<file path="src/rtl/stopwatch_core.sv">
// Stopwatch timekeeping: start/stop + lap/clear control FSM, centisecond
// prescaler, BCD mm:ss.cc counter, lap capture and display mux.
module stopwatch_core #(
    parameter int unsigned TICK_DIV = 500000,
    parameter int unsigned PRE_W    = 19
) (
    input  logic       clk,
    input  logic       reset,
    input  logic       start_stop,
    input  logic       lap_clear,
    output logic       running,
    output logic       lap_shown,
    output logic       overflow,
    output logic [3:0] min_t,
    output logic [3:0] min_u,
    output logic [3:0] sec_t,
    output logic [3:0] sec_u,
    output logic [3:0] cs_t,
    output logic [3:0] cs_u
);

    localparam int unsigned DIGITS = 6;
    localparam int unsigned CNT_W  = 4 * DIGITS;

    // Counter layout, LSB first: cs_u, cs_t, sec_u, sec_t, min_u, min_t.
    localparam logic [DIGITS-1:0][3:0] DIG_MAX = {4'd5, 4'd9, 4'd5, 4'd9, 4'd9, 4'd9};
    localparam logic [PRE_W-1:0]       PRE_LAST = PRE_W'(TICK_DIV - 1);

    typedef enum logic [1:0] {
        S_IDLE,
        S_RUN,
        S_LAP,
        S_PAUSE
    } state_t;

    state_t           state_q;
    logic [PRE_W-1:0] pre_q;
    logic [CNT_W-1:0] cnt_q;
    logic [CNT_W-1:0] cnt_nxt;
    logic [CNT_W-1:0] lap_q;
    logic [CNT_W-1:0] disp;
    logic             counting;
    logic             tick;
    logic             wrap;
    logic             lc_acc;
    logic             go_idle;
    logic             lap_load;
    logic             carry;
    logic [3:0]       dig;

    // start_stop has priority: a coincident lap_clear is dropped.
    assign lc_acc   = lap_clear & ~start_stop;
    assign counting = (state_q == S_RUN) || (state_q == S_LAP);
    assign tick     = counting && (pre_q == PRE_LAST);
    assign go_idle  = (state_q == S_PAUSE) && lc_acc;
    assign lap_load = (state_q == S_RUN) && lc_acc;

    // Control FSM with registered status flags.
    always_ff @(posedge clk or negedge reset) begin
        if (!reset) begin
            state_q   <= S_IDLE;
            running   <= 1'b0;
            lap_shown <= 1'b0;
        end else begin
            case (state_q)
                S_IDLE: begin
                    if (start_stop) begin
                        state_q <= S_RUN;
                        running <= 1'b1;
                    end
                end
                S_RUN: begin
                    if (start_stop) begin
                        state_q <= S_PAUSE;
                        running <= 1'b0;
                    end else if (lc_acc) begin
                        state_q   <= S_LAP;
                        lap_shown <= 1'b1;
                    end
                end
                S_LAP: begin
                    if (start_stop) begin
                        state_q   <= S_PAUSE;
                        running   <= 1'b0;
                        lap_shown <= 1'b0;
                    end else if (lc_acc) begin
                        state_q   <= S_RUN;
                        lap_shown <= 1'b0;
                    end
                end
                S_PAUSE: begin
                    if (start_stop) begin
                        state_q <= S_RUN;
                        running <= 1'b1;
                    end else if (lc_acc) begin
                        state_q <= S_IDLE;
                    end
                end
                default: begin
                    state_q   <= S_IDLE;
                    running   <= 1'b0;
                    lap_shown <= 1'b0;
                end
            endcase
        end
    end

    // Centisecond prescaler: advances while counting, held in PAUSE, zero in IDLE.
    always_ff @(posedge clk or negedge reset) begin
        if (!reset) begin
            pre_q <= '0;
        end else if (go_idle || (state_q == S_IDLE)) begin
            pre_q <= '0;
        end else if (counting) begin
            pre_q <= tick ? '0 : pre_q + PRE_W'(1);
        end
    end

    // BCD ripple increment of the whole counter on tick.
    always_comb begin
        cnt_nxt = cnt_q;
        carry   = tick;
        dig     = 4'd0;
        for (int i = 0; i < DIGITS; i++) begin
            dig = cnt_q[i*4 +: 4];
            if (carry) begin
                if (dig == DIG_MAX[i]) begin
                    dig   = 4'd0;
                    carry = 1'b1;
                end else begin
                    dig   = dig + 4'd1;
                    carry = 1'b0;
                end
            end
            cnt_nxt[i*4 +: 4] = dig;
        end
        wrap = carry;
    end

    // Live counter register.
    always_ff @(posedge clk or negedge reset) begin
        if (!reset) begin
            cnt_q <= '0;
        end else if (go_idle) begin
            cnt_q <= '0;
        end else begin
            cnt_q <= cnt_nxt;
        end
    end

    // Lap capture takes the post-edge count so a coincident tick is included.
    always_ff @(posedge clk or negedge reset) begin
        if (!reset) begin
            lap_q <= '0;
        end else if (go_idle) begin
            lap_q <= '0;
        end else if (lap_load) begin
            lap_q <= cnt_nxt;
        end
    end

    // Sticky wrap flag, cleared only by a clear or reset.
    always_ff @(posedge clk or negedge reset) begin
        if (!reset) begin
            overflow <= 1'b0;
        end else if (go_idle) begin
            overflow <= 1'b0;
        end else if (wrap) begin
            overflow <= 1'b1;
        end
    end

    // Display source: frozen lap in LAP, live count otherwise.
    assign disp  = lap_shown ? lap_q : cnt_q;
    assign cs_u  = disp[3:0];
    assign cs_t  = disp[7:4];
    assign sec_u = disp[11:8];
    assign sec_t = disp[15:12];
    assign min_u = disp[19:16];
    assign min_t = disp[23:20];

endmodule

</file>
<file path="config.mk">
export PLATFORM = sky130hd
export DESIGN_NAME = stopwatch_core
export DESIGN_NICKNAME = d
export VERILOG_FILES = /design/src/rtl/stopwatch_core.sv
export SDC_FILE = /design/constraint.sdc
export NUM_CORES = 1
export LEC_CHECK = 0
export CORE_MARGIN = 3
export CORE_UTILIZATION = 59
export CTS_CLUSTER_DIAMETER = 120
export DETAILED_ROUTE_END_ITERATION = 12
export HOLD_SLACK_MARGIN = 0.12
export PLACE_DENSITY = 0.8
export REMOVE_ABC_BUFFERS = 1
export SLEW_MARGIN = 10
export SYNTH_ARGS = -nofsm -noshare
export SYNTH_HDL_FRONTEND = slang
export SYNTH_SLANG_ARGS = --single-unit
</file>
<file path="constraint.sdc">
create_clock -name clk -period 3 [get_ports clk]
set_input_delay 0.3 -clock clk [delete_from_list [all_inputs] [get_ports clk]]
set_output_delay 0.3 -clock clk [all_outputs]
set_load 0.01 [all_outputs]
</file>
==> results of run 1 <==
[registers in the layout (all words and copies together) (netlist names)]
signal	flops
cnt_q	24
lap_q	24
pre_q	19
state_q	2
lap_shown	1
overflow	1
running	1
[per-stage QoR]
step                utilization  worst slack, ns  hold slack, ns  cell area [µm²]  total power [µW]
global placement          0.683            0.539           0.431             4460              3250
finish                    0.716            0.446           0.477             4680              4110
global route              0.716            0.307           0.516             4680              4400
CTS                       0.716            0.469           0.482             4680              4130
detailed placement        0.683            0.488           0.443             4460              3330
floorplan                     -            0.407         0.00441             3970              2620
[cells in the mapped netlist, types with 4 or more instances]
cell type / n / area, µm²
sky130_fd_sc_hd__xnor2_1: 17 / 149
sky130_fd_sc_hd__nor3_1: 7 / 35.0
sky130_fd_sc_hd__o21ai_0: 18 / 90.1
sky130_fd_sc_hd__nand2_1: 53 / 199
sky130_fd_sc_hd__nand2b_1: 4 / 25.0
sky130_fd_sc_hd__ha_1: 5 / 62.6
sky130_fd_sc_hd__mux2i_1: 8 / 80.1
sky130_fd_sc_hd__nor2b_1: 7 / 43.8
sky130_fd_sc_hd__buf_2: 4 / 20.0
sky130_fd_sc_hd__nor4_1: 9 / 56.3
sky130_fd_sc_hd__mux2_2: 21 / 236
sky130_fd_sc_hd__a31oi_1: 4 / 25.0
sky130_fd_sc_hd__a21oi_1: 9 / 45.0
sky130_fd_sc_hd__and4bb_1: 5 / 62.6
sky130_fd_sc_hd__nor3b_1: 5 / 37.5
sky130_fd_sc_hd__nor4_4: 4 / 85.1
sky130_fd_sc_hd__clkbuf_1: 13 / 48.8
sky130_fd_sc_hd__nor2_1: 44 / 165
sky130_fd_sc_hd__inv_1: 14 / 52.6
sky130_fd_sc_hd__dfrtp_1: 72 / 1800
sky130_fd_sc_hd__nand4_1: 7 / 43.8
sky130_fd_sc_hd__xor2_1: 6 / 52.6
sky130_fd_sc_hd__o31ai_1: 10 / 75.1
sky130_fd_sc_hd__and3_1: 4 / 25.0
sky130_fd_sc_hd__o21ai_1: 8 / 40.0
sky130_fd_sc_hd__nand3_1: 13 / 65.1
[critical path, delay by kind of cell (launching register included)]
kind	cells	cell delay [ns]
flip-flops	1	0.43
adder cells (fa/ha/maj)	1	0.41
AO/OA/AOI/OAI	1	0.10
AND/OR/NAND/NOR	3	0.83
buffers and inverters	2	0.37
multiplexers	1	0.28
[layout make-up]
class | count | area [µm²]
clock buffers | 11 | 151
repair buffers | 42 | 400
fillers | 489 | 1850
multi-input cells | 315 | 2120
well taps | 77 | 96.3
clock inverters | 5 | 55.1
flip-flops and latches | 72 | 1800
inverters | 14 | 52.6
[cells by family after synthesis]
| kind of cell | count (synthesis) |
|---|---|
| AND/OR/NAND/NOR | 186 |
| AO/OA/AOI/OAI | 72 |
| flip-flops | 72 |
| buffers and inverters | 35 |
| multiplexers | 29 |
| XOR/XNOR | 23 |
| adder cells (fa/ha/maj) | 5 |
[power by group]
| part | internal, µW | total [µW] | switching (µW) |
|---|---|---|---|
| clock | 426 | 801 | 374 |
| combinational | 820 | 1690 | 871 |
| sequential | 1280 | 1620 | 335 |
| total | 2530 | 4110 | 1580 |
[what timing repair did]
action	in CTS	in global routing
hold buffers	1	0
setup endpoints to repair	0	0
hold endpoints to repair	35	0
[layout by cell type, fill, tap and decap left out, types with 4 or more instances in the layout]
cell                               n
sky130_fd_sc_hd__nor2b_1           7
sky130_fd_sc_hd__nand2_1          53
sky130_fd_sc_hd__ha_1              5
sky130_fd_sc_hd__o21ai_1           7
sky130_fd_sc_hd__nand3_1          13
sky130_fd_sc_hd__xor2_1            6
sky130_fd_sc_hd__xnor2_1          17
sky130_fd_sc_hd__and3_1            4
sky130_fd_sc_hd__nor4_4            4
sky130_fd_sc_hd__a31oi_1           4
sky130_fd_sc_hd__nor3b_1           5
sky130_fd_sc_hd__nor2_1           44
sky130_fd_sc_hd__dfrtp_1          72
sky130_fd_sc_hd__inv_1            14
sky130_fd_sc_hd__clkdlybuf4s50_1  29
sky130_fd_sc_hd__buf_4            10
sky130_fd_sc_hd__o21ai_0          18
sky130_fd_sc_hd__a21oi_1           9
sky130_fd_sc_hd__o31ai_1          10
sky130_fd_sc_hd__clkbuf_8         11
sky130_fd_sc_hd__and4bb_1          5
sky130_fd_sc_hd__nor3_1            7
sky130_fd_sc_hd__nand4_1           7
sky130_fd_sc_hd__mux2_2           21
sky130_fd_sc_hd__nor4_1            9
sky130_fd_sc_hd__mux2i_1           8
sky130_fd_sc_hd__nand2b_1          4
[how the worst max path moves through the flow]
stage,startpoint,end,slack (ns),cells past startpoint
after floorplan,state_q[0],lap_q[11],0.41,5
after global placement,state_q[0],lap_q[19],0.54,7
after detailed placement,state_q[1],lap_q[21],0.49,8
after CTS,state_q[1],lap_q[21],0.47,8
after global routing,state_q[0],lap_q[21],0.31,8
final,state_q[1],lap_q[21],0.45,8
[per-layer routing]
metal,share of wire,vias up
li1,-,1570
met1,0.45,1589
met2,0.49,82
met3,0.049,9
met4,0.013,0
met5,0,-
==> impl_results.md, run 1 <==
- Capture point of the worst reg-to-reg path: lap_q[21]
- Layout overhead on the synthesized area: 14.9%
- Number of top-level pins: 31
- TritonCTS clock tree: yes
- Worst slew margin relative to its limit: 0.445
- Post-DP HPWL: 6.06 mm
- Number of synthesized flops with an enable pin: 0
- Worst IR Drop VDD: 0.557 mV
- Count of buffers inserted at the top-level ports: 30
- Status: finished clean
- Clock sink total: 72
- Required arrival time at the worst endpoint: 3.22 ns
- Worst hold path startpoint: lap_q[20]
- Vias in the first global route: 3,281
- First-pass GRT wire length: 15.2 mm
- Core Region: 6530 µm²
- Instance count after placement with tap cells included: 519
- Setup repair after global routing missed its margin: no
- Total routed wirelength: 8.84 mm
- Worst Reg2Reg Path Length in Cells: 8
- Global placement routability congestion: 0.840
- Number of synthesized register bits: 72
- Root buf cell: sky130_fd_sc_hd__clkbuf_8
- Cell Pwr Density: 879 nW/µm²
- Maximum buffer depth of the clock tree: 2
- Average wire per cell in the routed design: 16.5 µm
- Transition time at the pin with the least slew margin: 0.833 ns
- Average via count per standard cell: 6.06
- H-tree depth reported by CTS: 3
- Busiest metal layer after global routing: met2
- Remaining global-route overflow: 0
- Final Instance Count excl. Fillers: 536
- Category of the worst setup path capture point: flop
- Fraction of layout instances using a drive strength above 1: 0.142
- Post-route antenna net violation count: 0
- Max-slew violation total from the final report: 0
- Initial Util: 0.623
- Yosys cell types: 58
- Full die area: 7930 µm²
- Reg-to-Reg Start: state_q[1]
- Share of flip-flops with an asynchronous set or reset after synthesis: 1.00
- Slowest stage cell, crit path: sky130_fd_sc_hd__dfrtp_1
- Summed negative setup slack over all endpoints: 0 ns
- Complex-gate fraction of the synthesized area: 0.119
- Met3 GRT Util: 0.0332
- Met1 Usage GRT: 0.314
- Max Freq: 0.392 GHz
- Setup slack of the most critical reg-to-reg path: 0.45 ns
- Total CTS buffers: 9
- Antenna violations before repair: 0
- Worst hold path depth: 2
- Main flop type after synthesis: sky130_fd_sc_hd__dfrtp_1
- Peak per-stage delay on the critical path: 0.43 ns
- PostCTS Resize Cnt: 0
- Via count: 3,250
- Gr usage total: 0.246
- Critical path fanouts, max: 11
- Path type of the worst setup path: flop to flop
- Multiplexer area fraction after synthesis: 0.0778
- ANT cells: 0
- Post-CTS setup buffer count: 0
- Fin. Hold Viols: 0
- Min Clock Period, post-route: 2.55 ns
- Hold Path Class: flop to flop
- Post-CTS clock slew at the launch and capture registers of the worst setup and hold paths: 0.08 ns
- Min-Delay Endpoint: lap_q[20]
- Number of detailed-routing iterations run before antenna repair: 4
- M2 GR Usage: 0.420
- Sequential element share of the synthesized area: 0.443
- DRC violations left: 0
- Cell-by-cell listing of the critical path: inv_1, ha_1, and4bb_1, nand3_2, buf_4, nor4_4, mux2i_1, o21ai_1
- Clock latency on the worst-skew pair: 0.36 ns
- Cell Rows: 29
- Arr. time, crit path: 2.78 ns
- Static leakage: 0.00197 µW
- Final setup skew: 0.00993 ns
- Pin count of the biggest net entering global routing: 38
- Fraction of the mapped netlist area in simple logic gates: 0.258
- Post-layout nets: 463
- Final setup violation count: 0
- Warnings from Yosys: 0
- Gate count of the mapped netlist: 422
- Number of max-capacitance violations reported: 0
- Part of the cycle the worst path needs: 0.851
- Parity-gate share of the synthesized area counting xor and xnor cells: 0.0495
- Average footprint of a synthesized cell: 9.64 µm²
- Starting DRC count in detailed routing: 154
- Dominant combinational cell family by area after synthesis: simple AND/OR/NAND/NOR gates
- Worst Setup Start Kind: flop
- Die Span X: 89.0 µm
- Area of the mapped netlist: 4070 µm²
- Post-Synth Adder-Cell Area: 0.0154
- Die Span Y: 89.0 µm
Power figures use the tool's default switching activity.
==> inputs of run 2 (changes only) <==
CORE_UTILIZATION = 60   (was 59)
PLACE_DENSITY = 0.82   (was 0.8)
clock period = 3.1 ns   (was 3 ns; I/O delays follow)
==> run 2 against run 1 <==
Compared with the run above: combinational power down 2%; via count about the same; sequential share of layout area down 0.35 points; clock skew down 0.0018 ns; setup slack better by 0.024 ns; core utilization up 1.5 points; wire length down 0.47%; final cell count down 0.37%; total power up 1.3%; worst hold slack better by 0.0028 ns; critical path depth unchanged; final area up 0.91%.
==> impl_results.md, run 2 (same netlist as run 1, synthesis figures left out) <==
- Status: finished clean
- Vias in the first global route: 3,288 (+0.21%)
- Starting DRC count in detailed routing: 175 (+14%)
- Number of max-capacitance violations reported: 0 (unchanged)
- Min Clock Period, post-route: 2.63 ns (+0.0756 ns)
- Worst Setup Start Kind: flop
- Count of buffers inserted at the top-level ports: 30 (unchanged)
- Clock sink total: 72 (unchanged)
- Required arrival time at the worst endpoint: 3.32 ns (+0.10 ns)
- Max-slew violation total from the final report: 0 (unchanged)
- Post-CTS clock slew at the launch and capture registers of the worst setup and hold paths: 0.08 ns (about the same)
- Die Span X: 88.4 µm (-0.78%)
- Overall Power: 4160 µW (+1.3%)
- Registers with the most flip-flops: cnt_q x24, lap_q x24, pre_q x19
- Worst slew margin relative to its limit: 0.467 (+0.0225)
- Core Region: 6460 µm² (-1.1%)
- Post-route antenna net violation count: 0 (unchanged)
- H-tree depth reported by CTS: 3 (unchanged)
- Max Freq: 0.380 GHz (-2.9%)
- Transition time at the pin with the least slew margin: 0.792 ns (-0.0410 ns)
- Post-DP HPWL: 5.84 mm (-3.7%)
- Total CTS buffers: 9 (unchanged)
- First-pass GRT wire length: 15.2 mm (about the same)
- Footprint of the multi-input gates: 2120 µm² (unchanged)
- Utilization of the core after routing: 0.731 (+0.0146)
- Critical path fanouts, max: 14 (+3)
- Path type of the worst setup path: flop to flop
- Clock latency on the worst-skew pair: 0.35 ns (about the same)
- Worst Reg2Reg Path Length in Cells: 8 (unchanged)
- Global placement routability congestion: 0.826 (-1.7%)
- Worst hold path depth: 2 (unchanged)
- Static leakage: 0.00199 µW (+1.1%)
- Fill cells: 479 (-2.0%)
- Cell Rows: 29 (unchanged)
- Worst IR Drop VDD: 0.508 mV (-8.8%)
- Post-layout nets: 461 (-0.43%)
- Category of the worst setup path capture point: flop
- Hold Path Class: flop to flop
- Antenna violations before repair: 0 (unchanged)
- Initial Util: 0.630 (+0.00700)
- Final setup violation count: 0 (unchanged)
- Gr usage total: 0.251 (+0.00496)
- Cell-by-cell listing of the critical path: inv_1, ha_1, and4bb_1, nand3_2, buf_4, nor4_1, mux2i_1, o21ai_1
- Number of top-level pins: 31 (unchanged)
- Summed negative setup slack over all endpoints: 0 ns (unchanged)
- Peak per-stage delay on the critical path: 0.43 ns (about the same)
- Average via count per standard cell: 6.08 (+0.31%)
- TritonCTS clock tree: yes
- Arr. time, crit path: 2.85 ns (+0.07 ns)
- Maximum buffer depth of the clock tree: 2 (unchanged)
- Root buf cell: sky130_fd_sc_hd__clkbuf_8
- Via count: 3,248 (-0.062%)
- Slowest stage cell, crit path: sky130_fd_sc_hd__dfrtp_1
- Setup repair after global routing missed its margin: no
- Fin. Hold Viols: 0 (unchanged)
- PostCTS Resize Cnt: 0 (unchanged)
- Layout overhead on the synthesized area: 16.0%
- Cell area after layout: 4720 µm² (+0.91%)
- Most frequent cells in the layout: sky130_fd_sc_hd__dfrtp_1, sky130_fd_sc_hd__nand2_1, sky130_fd_sc_hd__nor2_1, sky130_fd_sc_hd__clkdlybuf4s50_1, sky130_fd_sc_hd__mux2_2
- Final setup skew: 0.00811 ns (-0.00182 ns)
- Full die area: 7810 µm² (-1.6%)
- Final setup slack of the worst path: 0.471 ns (+0.0244 ns)
- Part of the cycle the worst path needs: 0.848 (-0.00306)
- Average wire per cell in the routed design: 16.5 µm (-0.10%)
- Placed instance area: 4450 µm² (-0.34%)
- Die Span Y: 88.4 µm (-0.78%)
- Remaining global-route overflow: 0 (unchanged)
- Fraction of layout instances using a drive strength above 1: 0.138 (-0.00376)
- Number of detailed-routing iterations run before antenna repair: 4 (unchanged)
- ANT cells: 0 (unchanged)
- Placement-stage worst setup slack: 0.523 ns (+0.0348 ns)
- Most common library cell in the layout ignoring fill and taps: sky130_fd_sc_hd__dfrtp_1
- Cell Pwr Density: 882 nW/µm² (+0.36%)
- DRC violations left: 0 (unchanged)
- Total routed wirelength: 8.80 mm (-0.47%)
- Pin count of the biggest net entering global routing: 73 (+92%)
- Combined flip-flop and latch cell area: 1800 µm² (unchanged)
-- run 2: cell types whose count changed in the layout (fill, tap and decap cells not counted), sizes merged --
cell	change
buf	-2
clkinv	-1
clkbuf	+1
bufinv	+2
clkinvlp	-2
-- run 2: worst paths after layout --
kind | start | to | slack, ns
worst max-delay path | state_q[0] | lap_q[17] | 0.47
worst min-delay path | lap_q[16] | lap_q[16] | 0.48
worst max register to register | state_q[0] | lap_q[17] | 0.47
worst min register to register | lap_q[16] | lap_q[16] | 0.48
max in group asynchronous | reset | pre_q[16] | 2.27
min in group asynchronous | reset | lap_q[15] | 0.50
-- run 2: final cells by class --
cell class,instances,share of cell area
inverters,14,0.0111
clock buffers,12,0.0350
clock inverters,4,0.0209
multi-input cells,315,0.449
flip-flops and latches,72,0.382
repair buffers,40,0.0817
well taps,77,0.0204
-- run 2: per-layer routing --
metal | global-route usage | wire length (µm)
met5 | 0 | 0
met4 | 0.0907 | 148
met2 | 0.452 | 4520
met1 | 0.297 | 3840
met3 | 0.0493 | 299
-- run 2: power breakdown --
group / internal (µW) / switching [µW]
clock network: 602 / 356
registers: 1240 / 315
logic: 796 / 852
total: 2640 / 1520
-- run 2: repair_timing --
action	in CTS	in global routing
hold buffers	1	0
endpoints found under the hold margin	72	0
buffers inserted	0	0
-- run 2: worst max-delay path, delay by kind of cell, from the launching register on --
family / cells / cell delay [ns]
fa+ha+maj: 1 / 0.41
compound gates: 1 / 0.10
mux: 1 / 0.27
simple gates: 3 / 0.87
flops: 1 / 0.43
buf+inv: 2 / 0.41
-- run 2: metrics by stage --
stage	std cells	hold WS, ns
finish	534	0.479
global route	534	0.507
CTS	534	0.482
detailed placement	517	0.368
global placement	517	0.362
floorplan	401	0.0144
==> edit 1: new RTL, settings of run 2 <==
The 4 states of `state_t` get a one-hot encoding in 4 bits.
--- a/src/rtl/stopwatch_core.sv
+++ b/src/rtl/stopwatch_core.sv
@@ -26,11 +26,11 @@
     localparam logic [DIGITS-1:0][3:0] DIG_MAX = {4'd5, 4'd9, 4'd5, 4'd9, 4'd9, 4'd9};
     localparam logic [PRE_W-1:0]       PRE_LAST = PRE_W'(TICK_DIV - 1);
 
-    typedef enum logic [1:0] {
-        S_IDLE,
-        S_RUN,
-        S_LAP,
-        S_PAUSE
+    typedef enum logic [3:0] {
+        S_IDLE  = 4'b0001,
+        S_RUN   = 4'b0010,
+        S_LAP   = 4'b0100,
+        S_PAUSE = 4'b1000
     } state_t;
 
     state_t           state_q;
Behaviour: no difference found for any inputs over 10 cycles, from zero or initial values and one cycle with reset low; not proved beyond that.
==> edit 1 against run 2 <==
Synthesized area is 5.7% higher; sequential cell count is 2 higher; sequential share of layout area is 0.075 points lower; total power is 9.6% lower; routed wire length is 8.1% higher; die area is 5.3% higher; critical path depth is 2 lower; cell area is 3.0% higher; setup slack better by 0.059 ns; non-clock buffer count is 1 lower; via count is 10% higher; sequential power is 6% lower; critical endpoint is now lap_q[21]; highest routed layer unchanged.
==> edit 1: results (changes against run 2) <==
| Metric | Value |
|---|---|
| CP peak stage delay | 0.52 ns (was 0.43 ns) |
| DR WL/cell | 16.4 um (was 16.5 um) |
| Clock Skew | 0.00775 ns (was 0.00811 ns) |
| Static leakage | 0.00186 uW (was 0.00199 uW) |
| R2r setup slk | 0.53 ns (was 0.47 ns) |
| Sequential share of the synthesized area | 43.1% (was 44.3%) |
| Final HPWL DP | 6.28 mm (was 5.84 mm) |
| Synth Area in Compound Gates | 14.5% (was 11.9%) |
| Post-synthesis adder-cell area fraction | 0.291% (was 1.54%) |
| Hold WC Path Type | primary input to asynchronous set/reset pin (was register to register) |
| Max Fanout on Critical Path | 18 (was 14) |
| FF-to-FF End | lap_q[21] (was lap_q[17]) |
| Comb power | 1470 uW (was 1650 uW) |
| Launching point of the worst reg2reg path | pre_q[0] (was state_q[0]) |
| Relative slew slack | 56.4% (was 46.7%) |
| Largest net degree at the start of global routing | 37 (was 73) |
| First-pass GRT wire length | 16.4 mm (was 15.2 mm) |
| Clock share of power | 22.1% (was 23.0%) |
| Met2 routed WL | 4.79 mm (was 4.52 mm) |
| Worst path slowest cell | and4_1 (was dfrtp_1) |
| Cell area after placement | 4630 um^2 (was 4450 um^2) |
| Share of layout cells above drive strength 1 | 13.6% (was 13.8%) |
| Initial drt markers | 276 (was 175) |
| Synth Area in XOR/XNOR | 6.55% (was 4.95%) |
| Status | finished, final reports clean (unchanged) |
| Average vias per placed instance | 6.16 (was 6.08) |
| Commonest cells post-synth | dfrtp_1, nand2_1, nor2_1 (unchanged) |
| Net Switching | 1360 uW (was 1520 uW) |
| Synth cell types | 66 (was 58) |
| GRT Resource Usage Total | 24.3% (was 25.1%) |
| Nets | 485 (was 461) |
| GP Congestion | 0.852 (was 0.826) |
| Synth area leaders | dfrtp_1, xnor2_1, nand2_1 (was dfrtp_1, mux2_2, nand2_1) |
| TritonRoute pass-1 iters | 5 (was 4) |
| Number of global-route vias before repair | 3523 (was 3288) |
edit 1: cell type report:
cell class                      count  area (um^2)  share of cell area (%)
Multi-Input combinational cell    340         2250                    46.2
Sequential cell                    74         1850                    38.1
Timing Repair Buffer               39          365                    7.51
Clock buffer                       11          141                    2.91
Tap cell                           96          120                    2.47
Clock inverter                      5         77.6                    1.60
Inverter                           16         60.1                    1.23
edit 1: per-stage QoR:
| stage | hold WS, ns | power, uW | instances | setup WS, ns | util [%] |
|---|---|---|---|---|---|
| after floorplan | 0.0144 | 2300 | 430 | -0.138 | - |
| after global placement | 0.232 | 2880 | 564 | 0.520 | 67.5 |
| after detailed placement | 0.235 | 2940 | 564 | 0.399 | 67.5 |
| after CTS | 0.388 | 3780 | 581 | 0.569 | 70.8 |
| after global routing | 0.402 | 4010 | 581 | 0.347 | 70.8 |
| final | 0.401 | 3760 | 581 | 0.530 | 70.8 |
edit 1: how the worst max path moves through the flow:
| stage | from | endpoint | slack [ns] | cells after the start |
|---|---|---|---|---|
| final | pre_q[0] | lap_q[21] | 0.53 | 6 |
| after detailed placement | lap_clear | pre_q[8] | 0.40 | 6 |
| after floorplan | state_q[3] | lap_q[19] | -0.14 | 4 |
| after CTS | pre_q[0] | lap_q[21] | 0.57 | 6 |
| after global placement | lap_clear | pre_q[9] | 0.52 | 6 |
| after global routing | pre_q[0] | lap_q[21] | 0.35 | 6 |
edit 1: cell families (layout without fill, tap and decap cells):
kind of cell	after synthesis	count (layout)
buffers and inverters	44	71
AO/OA/AOI/OAI	96	96
flip-flops	74	74
multiplexers	21	21
XOR/XNOR	30	30
adder cells (fa/ha/maj)	1	1
AND/OR/NAND/NOR	192	192
edit 1: metal layers:
layer  GRT usage, %  vias up
met5              0        -
met4           8.55        0
met3           5.08       15
met2           40.9      124
met1           31.0     1754
li1               -     1688
==> edit 2: new RTL, config.mk and constraints of run 2 <==
Made on the original files. Set the parameter `PRE_W` to 23 (it was 19).
--- a/src/rtl/stopwatch_core.sv
+++ b/src/rtl/stopwatch_core.sv
@@ -2,7 +2,7 @@
 // prescaler, BCD mm:ss.cc counter, lap capture and display mux.
 module stopwatch_core #(
     parameter int unsigned TICK_DIV = 500000,
-    parameter int unsigned PRE_W    = 19
+    parameter int unsigned PRE_W    = 23
 ) (
     input  logic       clk,
     input  logic       reset,
Function: same outputs for any inputs over 10 cycles, from zero or initial values and one cycle with reset low; that may be too few to reach the edited logic, so the function may still have changed.
==> edit 2 against run 2 <==
Synthesized area increased by 5.3%; sequential cell count increased by 4; cell area is 3.6% higher; setup slack better by 0.040 ns; worst hold slack worse by 0.39 ns; total power grew 1.7%; first-iteration DRC count decreased by 8.0%; count of clock-buffer cells in the layout grew 1; core utilization shrank 1.9 points; combinational power grew 15%; routed wire length is 2.7% higher; critical endpoint is now lap_q[21]; largest cell class unchanged.
==> edit 2: results (changes against run 2) <==
| Metric | Value |
|---|---|
| Met3 Use GR | 3.33% (was 4.93%) |
| Synth Area in XOR/XNOR | 6.34% (was 4.95%) |
| CP peak stage delay | 0.57 ns (was 0.43 ns) |
| Launching point of the worst reg2reg path | state_q[0] (unchanged) |
| R2r setup slk | 0.51 ns (was 0.47 ns) |
| Initial drt markers | 161 (was 175) |
| Dpl ws | 0.545 ns (was 0.523 ns) |
| Synth area leaders | dfrtp_1, nor2_1, xnor2_1 (was dfrtp_1, mux2_2, nand2_1) |
| Relative slew slack | 38.2% (was 46.7%) |
| Yosys warns | 0 (unchanged) |
| Initial antenna violation count | 0 (unchanged) |
| CTS clk-pin slew, worst paths | 0.08 ns (about the same) |
| Setup bufs post-CTS | 0 (unchanged) |
| Top Registers | cnt_q (24), lap_q (24), pre_q (23) (was cnt_q (24), lap_q (24), pre_q (19)) |
| FF-to-FF End | lap_q[21] (was lap_q[17]) |
| CP Data Arrival Time | 2.81 ns (was 2.85 ns) |
| Period utilisation layout | 83.5% (was 84.8%) |
| Final HPWL DP | 5.95 mm (was 5.84 mm) |
| Worst path slowest cell | or4_4 (was dfrtp_1) |
| Nets | 475 (was 461) |
| DR WL/cell | 16.0 um (was 16.5 um) |
| CTS Buf Count | 9 (unchanged) |
| Syn_area_per_cell | 9.81 um^2 (was 9.64 um^2) |
| Global Route met1 Usage | 30.0% (was 29.7%) |
| Number of global-route vias before repair | 3292 (was 3288) |
| Main synth FF type | dfrtp_1 (unchanged) |
| Port bufs | 30 (unchanged) |
| Max Cap Viol | 0 (unchanged) |
| Post-synthesis mux area share | 6.10% (was 7.78%) |
| Synth cell types | 62 (was 58) |
| Internal | 2660 uW (was 2640 uW) |
| Max clock buf depth | 2 (unchanged) |
| Met2 usage | 37.7% (was 45.2%) |
| # diodes | 0 (unchanged) |
| Hold WC Path Type | primary input to asynchronous set/reset pin (was register to register) |
| Max Fanout on Critical Path | 13 (was 14) |
| Fill cells | 510 (was 479) |
| First-pass GRT wire length | 15.3 mm (was 15.2 mm) |
| Clk Latency, worst-skew pair | 0.35 ns (about the same) |
| Post-synthesis adder-cell area fraction | 1.46% (was 1.54%) |
| Maximum vdd drop | 0.416 mV (was 0.508 mV) |
| Average vias per placed instance | 5.87 (was 6.08) |
| Commonest cells post-synth | dfrtp_1, nor2_1, nand2_1 (was dfrtp_1, nand2_1, nor2_1) |
| H-tree Lvls | 3 (unchanged) |
| Largest net degree at the start of global routing | 77 (was 73) |
| Sequential share of the synthesized area | 44.4% (was 44.3%) |
| # resized after CTS | 0 (unchanged) |
| Share of layout cells above drive strength 1 | 13.6% (was 13.8%) |
| Worst reg2reg path depth | 8 (unchanged) |
| TritonRoute pass-1 iters | 5 (was 4) |
| GRT Resource Usage Total | 23.0% (was 25.1%) |
| CTS root buf | clkbuf_8 (unchanged) |
| Clock Skew | 0.00768 ns (was 0.00811 ns) |
| Static leakage | 0.00208 uW (was 0.00199 uW) |
| GP Congestion | 0.917 (was 0.826) |
| Status | finished, final reports clean (unchanged) |
| Synth Area in Compound Gates | 13.4% (was 11.9%) |
| Async SR Flop Fraction | 100% (unchanged) |
-- edit 2: logic make-up (layout without fill, tap and decap cells) --
| logic type | Yosys count | after routing |
|---|---|---|
| mux | 24 | 24 |
| buf+inv | 36 | 70 |
| simple gates | 173 | 173 |
| flops | 76 | 76 |
| fa+ha+maj | 5 | 5 |
| xor+xnor | 31 | 31 |
| compound gates | 92 | 92 |
-- edit 2: layout make-up --
type	instances	area, um^2	share of cell area [%]
clock inverter	3	43.8	0.895
tap	96	120	2.46
clock buffer	13	169	3.45
inverter	15	56.3	1.15
sequential	76	1900	38.9
timing repair buffer	39	365	7.47
multi-input combinational	325	2230	45.7
-- edit 2: worst max path at each step --
stage               startpoint         to  cells past startpoint
floorplan           state_q[1]   lap_q[3]                      5
global placement    state_q[0]  lap_q[21]                      8
detailed placement  state_q[0]  lap_q[21]                      8
CTS                 state_q[0]  lap_q[21]                      8
global route        state_q[0]  lap_q[22]                      8
finish              state_q[0]  lap_q[21]                      8
-- edit 2: power by group through the flow --
| stage | Combinational (uW) | Clock (uW) | Sequential (uW) |
|---|---|---|---|
| 2_1_floorplan | 1120 | 0 | 1530 |
| 3_3_place_gp | 1850 | 0 | 1520 |
| 3_5_place_dp | 1890 | 0 | 1550 |
| 4_1_cts | 1910 | 816 | 1530 |
| 5_1_grt | 2080 | 847 | 1580 |
| 6_report | 1900 | 803 | 1540 |
-- edit 2: through the flow --
stage               power [uW]  hold WS [ns]  instances  cell area (um^2)
floorplan                 2640        0.0144        416              4190
global placement          3370         0.461        551              4680
detailed placement        3440         0.473        551              4680
CTS                       4250         0.127        567              4890
global route              4510         0.184        567              4890
finish                    4230        0.0925        567              4890
-- edit 2: per-layer routing --
metal | part of all wire (%) | wire (um)
met5 | 0 | 0
met4 | 1.7 | 150
met3 | 3.8 | 343
met2 | 49 | 4430
met1 | 46 | 4120
-- edit 2: worst max-delay path: cells and delay by family (launching register included) --
family | cells | cell delay [ns]
buffers and inverters | 2 | 0.37
adder cells (fa/ha/maj) | 1 | 0.37
flip-flops | 1 | 0.42
AND/OR/NAND/NOR | 3 | 1.00
AO/OA/AOI/OAI | 2 | 0.30
